===== src/rtl/dl_enc_pkg.sv =====
// Shared widths and types for the pending-vector encoder slice.
package dl_enc_pkg;

  localparam int ENC_OUT_W = 5;
  localparam int ENC_IN_W  = 32;

  typedef logic [ENC_OUT_W-1:0] enc_idx_t;
  typedef logic [ENC_IN_W-1:0]  enc_vec_t;

endpackage


===== src/rtl/dl_ffs_32p5p.sv =====
// Combinational find-first-set: reports the lowest set bit of vec and whether any bit is set.
module dl_ffs_32p5p
  import dl_enc_pkg::*;
#(
  parameter int W_IDX = ENC_OUT_W,
  parameter int W_VEC = 2**W_IDX
) (
  input  logic [W_VEC-1:0] vec,
  output logic [W_IDX-1:0] idx,
  output logic             found
);

  // Scan from the top down so the lowest set bit is the last one written.
  always_comb begin
    idx   = '0;
    found = 1'b0;
    for (int i = W_VEC-1; i >= 0; i--) begin
      if (vec[i]) begin
        idx   = W_IDX'(i);
        found = 1'b1;
      end
    end
  end

endmodule


===== src/rtl/dl_pend_encoder_32p5p.sv =====
// Sequential 32-to-5 encoder: accumulates event bits into a pending vector and
// hands them out one index at a time over a valid/ready handshake.
// Build option: define DL_PEND_ENC_RR_EN for round-robin selection; otherwise the
// lowest pending index is always presented first.
module dl_pend_encoder_32p5p
  import dl_enc_pkg::*;
#(
  parameter int OUTPUT_WIDTH = ENC_OUT_W,
  parameter int INPUT_WIDTH  = 2**OUTPUT_WIDTH
) (
  input  logic                    clk,
  input  logic                    rst_n,
  input  logic                    in_vld,
  input  logic [INPUT_WIDTH-1:0]  in,
  output logic                    out_vld,
  input  logic                    out_rdy,
  output logic [OUTPUT_WIDTH-1:0] out_idx,
  output logic [INPUT_WIDTH-1:0]  pend,
  output logic                    ovf,
  input  logic                    ovf_clr
);

  logic                    pop;
  logic [INPUT_WIDTH-1:0]  clr_mask;
  logic [INPUT_WIDTH-1:0]  set_mask;
  logic [INPUT_WIDTH-1:0]  pend_d;
  logic                    ovf_d;
  logic [OUTPUT_WIDTH-1:0] sel_idx;
  logic                    sel_found;

  assign pop      = out_vld & out_rdy;
  assign set_mask = in_vld ? in : '0;
  // A set on the same bit as the retiring pop keeps the bit pending.
  assign pend_d   = (pend & ~clr_mask) | set_mask;

  // Retire only the index being accepted this cycle.
  always_comb begin
    clr_mask = '0;
    if (pop) clr_mask[out_idx] = 1'b1;
  end

  // Sticky overflow: a new overflow beats a simultaneous clear.
  always_comb begin
    ovf_d = ovf;
    if (ovf_clr) ovf_d = 1'b0;
    if ((set_mask & pend & ~clr_mask) != '0) ovf_d = 1'b1;
  end

`ifdef DL_PEND_ENC_RR_EN
  logic [OUTPUT_WIDTH-1:0] ptr;
  logic [OUTPUT_WIDTH-1:0] ptr_d;
  logic [INPUT_WIDTH-1:0]  hi_mask;
  logic [OUTPUT_WIDTH-1:0] idx_hi;
  logic [OUTPUT_WIDTH-1:0] idx_all;
  logic                    found_hi;
  logic                    found_all;

  // The search starts just past the index accepted this cycle, so the
  // bit just served goes to the back of the line immediately.
  assign ptr_d = pop ? out_idx : ptr;

  // Bits strictly above the pointer form the first search window.
  always_comb begin
    hi_mask = '0;
    for (int i = 0; i < INPUT_WIDTH; i++) hi_mask[i] = (i > int'(ptr_d));
  end

  dl_ffs_32p5p #(.W_IDX(OUTPUT_WIDTH)) u_ffs_hi (
    .vec   (pend_d & hi_mask),
    .idx   (idx_hi),
    .found (found_hi)
  );

  dl_ffs_32p5p #(.W_IDX(OUTPUT_WIDTH)) u_ffs_all (
    .vec   (pend_d),
    .idx   (idx_all),
    .found (found_all)
  );

  assign sel_idx   = found_hi ? idx_hi : idx_all;
  assign sel_found = found_all;

  // Round-robin pointer remembers the last accepted index; reset points at the top bit.
  always_ff @(posedge clk) begin
    if (!rst_n) ptr <= '1;
    else        ptr <= ptr_d;
  end
`else
  dl_ffs_32p5p #(.W_IDX(OUTPUT_WIDTH)) u_ffs (
    .vec   (pend_d),
    .idx   (sel_idx),
    .found (sel_found)
  );
`endif

  // Pending vector and presented index are both registered from pend_d, so an
  // accept or a new event is reflected one edge later with no bubble.
  always_ff @(posedge clk) begin
    if (!rst_n) begin
      pend    <= '0;
      out_vld <= 1'b0;
      out_idx <= '0;
      ovf     <= 1'b0;
    end else begin
      pend    <= pend_d;
      out_vld <= sel_found;
      if (sel_found) out_idx <= sel_idx;
      ovf     <= ovf_d;
    end
  end

endmodule


===== config.mk =====
export PLATFORM = sky130hd
export DESIGN_NAME = dl_pend_encoder_32p5p
export DESIGN_NICKNAME = d
export VERILOG_FILES = /design/src/rtl/dl_enc_pkg.sv /design/src/rtl/dl_ffs_32p5p.sv /design/src/rtl/dl_pend_encoder_32p5p.sv
export SDC_FILE = /design/constraint.sdc
export NUM_CORES = 1
export LEC_CHECK = 0
export CAP_MARGIN = 25
export CORE_MARGIN = 5
export CORE_UTILIZATION = 35
export DETAILED_ROUTE_END_ITERATION = 8
export PLACE_DENSITY = 0.69
export SLEW_MARGIN = 20
export SYNTH_ARGS = -nofsm -noshare
export SYNTH_HDL_FRONTEND = slang
export SYNTH_SLANG_ARGS = --single-unit

===== constraint.sdc =====
create_clock -name clk -period 5.64 [get_ports clk]
set_input_delay 0.564 -clock clk [delete_from_list [all_inputs] [get_ports clk]]
set_output_delay 0.564 -clock clk [all_outputs]
set_load 0.1 [all_outputs]

# ---- Word level (Yosys, flattened, before mapping)
# Index checks and enable logic that the tools add are counted.
dict set report op_classes {
  mux 70
  order_cmp 2
  reduce_logical 3
  bitwise 6
}
# cell count
set ops {}
lappend ops {{two-way mux 5 bit} 32}
lappend ops {{AND 32 bit} 3}
lappend ops {{two-way mux 32 bit} 2}
lappend ops {{two-way mux 1 bit} 35}
lappend ops {{inverter 32 bit} 1}
lappend ops {{bitwise OR 32 bit} 1}
lappend ops {{nonzero test 32 bit} 1}
lappend ops {{less-than comparator 5 x 6 -> 1 bit, second input constant} 1}
lappend ops {{demux 1 bit (select 5 bit)} 1}
lappend ops {{greater-or-equal comparator 5 x 1 -> 1 bit, second input constant} 1}
lappend ops {{nonzero test 2 bit} 1}
lappend ops {{AND 1 bit} 1}
lappend ops {{logical AND 1 bit} 1}
dict set report word_totals {
  inputBits 37
  out_inout_bits 39
  word_cells 85
  regBits 39
}

# ---- Longest topological paths before layout
dict set report logic_depth {
  word_depth 40
  ltp_mapped 8
  mapped_depth_nobuf 7
}

# ---- Hierarchy
# Synthesis repeated with hierarchy kept, for this count alone.
dict set report hier_totals {
  hier_cells 314
  area_unflattened_um2 2312.2
}
# mod instances area_each_um2 cells_each seq_area_each_um2
set modules_own_cells {}
lappend modules_own_cells {dl_pend_encoder_32p5p 1 1941.9 249 780.7}
lappend modules_own_cells {dl_ffs_32p5p 1 370.4 65 0.0}

# ---- Least setup slack after synthesis
# OpenSTA, ideal clock, no wires.
dict set report synth_timing {
  kind {flip-flop to flip-flop}
  start {register out_idx[3]}
  end {register ovf}
  period_less_slack_ns 2.900
  path_stages_with_launch 8
  t_arrival_ns 2.771
  required_time_ns 5.512
  setup_ns 0.128
  n_path_buf 1
  slack_ns 2.740
  path_cell_list {dfxtp_1 > clkbuf_4 > nand3b_1 > o21ai_1 > o21ai_0 > or4_1 > a2111oi_2 > a31oi_1}
}
dict set report synth_between {
  elab_chain_cells 9
  elab_cells_between_ends 11
  cone_classes {order compare: 2; mux: 4; bitwise: 2; reduce/logical: 3}
}
# item line_no
set synth_rtl {}
lappend synth_rtl {{start: declaration} dl_pend_encoder_32p5p.sv:17} ;# output logic [OUTPUT_WIDTH-1:0] out_idx,
lappend synth_rtl {{start signal: assignment} dl_pend_encoder_32p5p.sv:107} ;# if (sel_found) out_idx <= sel_idx;
lappend synth_rtl {{less-than comparator 5 x 6 -> 1 bit (implied by the code) or greater-or-equal comparator 5 x 1 -> 1 bit (tied branches)} dl_pend_encoder_32p5p.sv:39} ;# if (pop) clr_mask[out_idx] = 1'b1;
lappend synth_rtl {{logical AND 1 bit (implied by the code)} dl_pend_encoder_32p5p.sv:39}
lappend synth_rtl {{two-way mux 1 bit (implied by the code)} dl_pend_encoder_32p5p.sv:39}
lappend synth_rtl {{demux 1 bit (select 5 bit) *} dl_pend_encoder_32p5p.sv:39}
lappend synth_rtl {{two-way mux 32 bit *} dl_pend_encoder_32p5p.sv:39}
lappend synth_rtl {{inverter 32 bit *} dl_pend_encoder_32p5p.sv:46} ;# if ((set_mask & pend & ~clr_mask) != '0) ovf_d = 1'b1;
lappend synth_rtl {{AND 32 bit *} dl_pend_encoder_32p5p.sv:46}
lappend synth_rtl {{nonzero test 32 bit *} dl_pend_encoder_32p5p.sv:46}
lappend synth_rtl {{two-way mux 1 bit or nonzero test 2 bit (tied branches)} -}
lappend synth_rtl {{end signal: assignment} dl_pend_encoder_32p5p.sv:108} ;# ovf <= ovf_d;
lappend synth_rtl {{end: declaration} dl_pend_encoder_32p5p.sv:19} ;# output logic ovf,
# Mark *: on every way between the ends. The rest lies on a longest branch, timed or not.
# A chain may end at the register's enable or synchronous reset.

# ---- Final worst setup path
dict set report layout_timing {
  start {input out_rdy}
  end {register out_idx[0]}
}
dict set report layout_between {
  elab_chain_cells 37
  elab_cells_between_ends 69
  cone_classes {mux: 65; bitwise: 4}
}
# item line_no
set layout_rtl {}
lappend layout_rtl {{start: declaration} dl_pend_encoder_32p5p.sv:16} ;# input logic out_rdy,
lappend layout_rtl {{AND 1 bit *} dl_pend_encoder_32p5p.sv:31} ;# assign pop = out_vld & out_rdy;
lappend layout_rtl {{two-way mux 32 bit *} dl_pend_encoder_32p5p.sv:39}
lappend layout_rtl {{inverter 32 bit *} dl_pend_encoder_32p5p.sv:34} ;# assign pend_d = (pend & ~clr_mask) | set_mask;
lappend layout_rtl {{AND 32 bit *} dl_pend_encoder_32p5p.sv:34}
lappend layout_rtl {{bitwise OR 32 bit *} dl_pend_encoder_32p5p.sv:34}
lappend layout_rtl {{two-way mux 5 bit or two-way mux 1 bit (tied branches) (32 in a row)} dl_ffs_32p5p.sv:18} ;# if (vec[i]) begin
# Marked as above.

==> results.txt <==
YS warnings -> 0
clock share of power -> 29.9%
Avg Cell Area, Syn -> 7.42 sq um
Post-CTS Setup Bufs -> 0
Ports -> 76
largest net degree at the start of global routing -> 36
initial antenna violation count -> 0
Max Clock Freq -> 310 MHz
IO buf count -> 75
r2r setup slk -> 2760 ps
CP max stage delay -> 630 ps
register bit total from synthesis -> 39
worst flop-to-flop path endpoint -> out_idx[0]$_SDFFE_PN0P_
P&R area growth vs syn -> 38.9%
Final Util -> 49.7%
Clock transition at path regs -> 80 ps
switching share of power -> 39.5%
CP Data Required Time -> 5870 ps
core area -> 6790 sq um
wire per inst -> 17.2 um
die width -> 93.4 um
initial drt markers -> 279
crit path from -> out_rdy
final count of hold timing violations -> 0
share of layout cells above drive strength 1 -> 6.03%
Hold WC Path Type -> reg2reg
Max Transition Viols Final -> 0
TritonCTS clock tree -> built
power after layout -> 948 uW
HPWL after DPL -> 6.29 mm
Post-synth EDFFs -> 0
Tcrit/Tclk final -> 57.2%
Worst Setup End Kind -> flop
initial core utilization -> 35.8%
top_reg_cell synth -> dfxtp_1
Relative slew margins -> 29.8%
hold buffer count at cts -> 0
measured slew at the worst slew-check pin -> 1050 ps
Psw -> 374 uW
Site Rows -> 30
Seq/Total Area, Yosys -> 32.1%
P_int -> 573 uW
Placer Congestion -> 1.01
VDD IR max -> 0.000162 V
ys async rst share -> 0%
Cell Area, Synth -> 2430 sq um
# DRC -> 0
post-cts sizing count -> 0
Worst Clk Skew -> 11.8 ps
Comb power frac -> 36.8%
endpoints failing setup -> 0
Mapped Nets -> 365
Worst Path Max Fanout -> 15
Critical-path top delay cell -> nand4b_1
Pre-antenna DRT Iters -> 5
nets -> 434
setup ws final -> 2410 ps
Max-Cap Viols -> 0
Clock Tree Root -> clkbuf_8
depth of the CTS H-tree -> 2
fillers -> 685
deepest clock path buffer count -> 2
Die ar. -> 8720 sq um
area of the multi-input gates -> 1510 sq um
Vias per Instance -> 5.74
sequential cell area -> 781 sq um
crit path cell chain -> clkdlybuf4s50_1, nand4b_1, a211oi_1, nand2_1, nor4_2, nand4_1, nor2_1, o2bb2ai_1
crit start category -> input port
leakage power -> 0.00129 uW
WL final -> 8.48 mm
R2R Path Start -> out_idx[0]$_SDFFE_PN0P_
WP data arrival -> 3460 ps
Antenna Nets Post-Route -> 0
Syn Inst Count -> 328
gr ovfl total -> 0
first-pass GRT wire length -> 13.1 mm
RSZ-0062 raised after global routing -> no
critical path class -> in2reg
Worst-Skew Late Latency -> 300 ps
R2R depth -> 7
status -> complete, no violations
DP Worst Slack -> 2170 ps
Power Density -> 280 nW/um^2
Die Y -> 93.4 um
Critical path destination -> out_idx[0]$_SDFFE_PN0P_
Setup TNS Final -> 0 ps
hold slack -> 538 ps
Reg power frac -> 33.3%
total CTS buffers -> 5
Cell variety after synth -> 56
CTS sink cnt -> 39
Tot GR Track Use -> 18.9%
vias in the first global route -> 2678
Final Critical Period -> 3230 ps
ant diodes -> 0
via count -> 2836
==> through the flow <==
step / std cells / area [sq um]
6_report: 494 / 3380
2_1_floorplan: 328 / 2430
3_3_place_gp: 486 / 3240
5_1_grt: 494 / 3380
4_1_cts: 494 / 3380
3_5_place_dp: 486 / 3240
==> worst max-delay path, delay by kind of cell <==
kind | cells | cell delay, ps
AND/OR/NAND/NOR | 5 | 1610
buffers and inverters | 1 | 540
AO/OA/AOI/OAI | 2 | 740
==> final cells by class <==
cell class	count	share of cell area, %
Clock buffer	5	2.04
Clock inverter	3	2.00
Inverter	20	2.22
Multi-Input combinational cell	255	44.7
Sequential cell	39	23.1
Tap cell	96	3.55
Timing Repair Buffer	76	22.4
==> power by group through the flow <==
stage	Combinational (uW)	Clock, uW	Sequential, uW
after floorplan	107	0	458
after global placement	345	0	321
after detailed placement	345	0	321
after CTS	347	287	315
after global routing	364	304	318
final	349	284	315
==> Yosys cell counts (4+ instances only) <==
master	count	share of area, %
a21oi_1	30	6.2
nor3_1	5	1.0
o21a_1	4	1.2
o21ai_0	17	3.5
a211oi_1	9	2.8
clkbuf_1	7	1.1
a31oi_1	5	1.3
o22ai_1	5	1.3
o211ai_1	11	3.4
nand4_1	17	4.4
dfxtp_1	39	32
inv_1	20	3.1
and2_1	4	1.0
buf_2	4	0.82
nand2_1	55	8.5
o21ai_1	15	3.1
nor2_1	17	2.6
nand3_1	5	1.0
a22o_1	4	1.4
==> logic make-up after synthesis <==
family,synth area share (%)
AOI/OAI and AO/OA,33.9
buffers and inverters,5.91
DFF,32.1
and+or+nand+nor,28.1
==> flip-flops by register name, indices dropped and copies added, names as in the netlist <==
signal and flops:
pend 32, out_idx 5, out_vld 1, ovf 1
==> per-layer routing <==
layer  vias up  track usage, %  routed length [um]
met5         -               0                   0
met4         0            5.13                 116
met3        13            5.31                 821
met2       164            28.4                3760
met1      1304            26.4                3780
li1       1355               -                   -
==> placed cells by master, fill, tap and decap left out, types with 2 or more instances in the layout <==
cell             instances
nor2_1                  17
a22o_1                   4
o2111ai_1                2
o21a_1                   4
nor2b_1                  2
clkdlybuf4s50_1         75
inv_1                   20
and2_1                   4
a21oi_1                 30
a21boi_0                 3
nor3_1                   5
nand4_1                 17
a211oi_1                 9
nor4_2                   2
o21ai_2                  3
clkbuf_8                 5
o22ai_1                  5
o211ai_1                11
bufinv_16                2
o21bai_1                 2
nand3_1                  5
or3b_4                   3
o2bb2ai_1                2
nand3b_1                 3
a21o_1                   2
and2b_1                  2
a31oi_1                  5
o21ai_0                 17
dfxtp_1                 39
nand4b_1                 2
and4_1                   2
a211oi_2                 2
o21ai_1                 15
nand2_1                 55
==> worst min-delay path by stage <==
stage,start,slack [ps],depth (start not counted),end
floorplan,rst_n,690,1,out_vld$_SDFF_PN0_
global placement,pend[16]$_SDFF_PN0_,530,2,pend[16]$_SDFF_PN0_
detailed placement,pend[16]$_SDFF_PN0_,520,2,pend[16]$_SDFF_PN0_
CTS,pend[16]$_SDFF_PN0_,540,2,pend[16]$_SDFF_PN0_
global route,pend[16]$_SDFF_PN0_,570,2,pend[16]$_SDFF_PN0_
finish,pend[16]$_SDFF_PN0_,540,2,pend[16]$_SDFF_PN0_
Note: power is estimated with default switching activity, not from simulation.
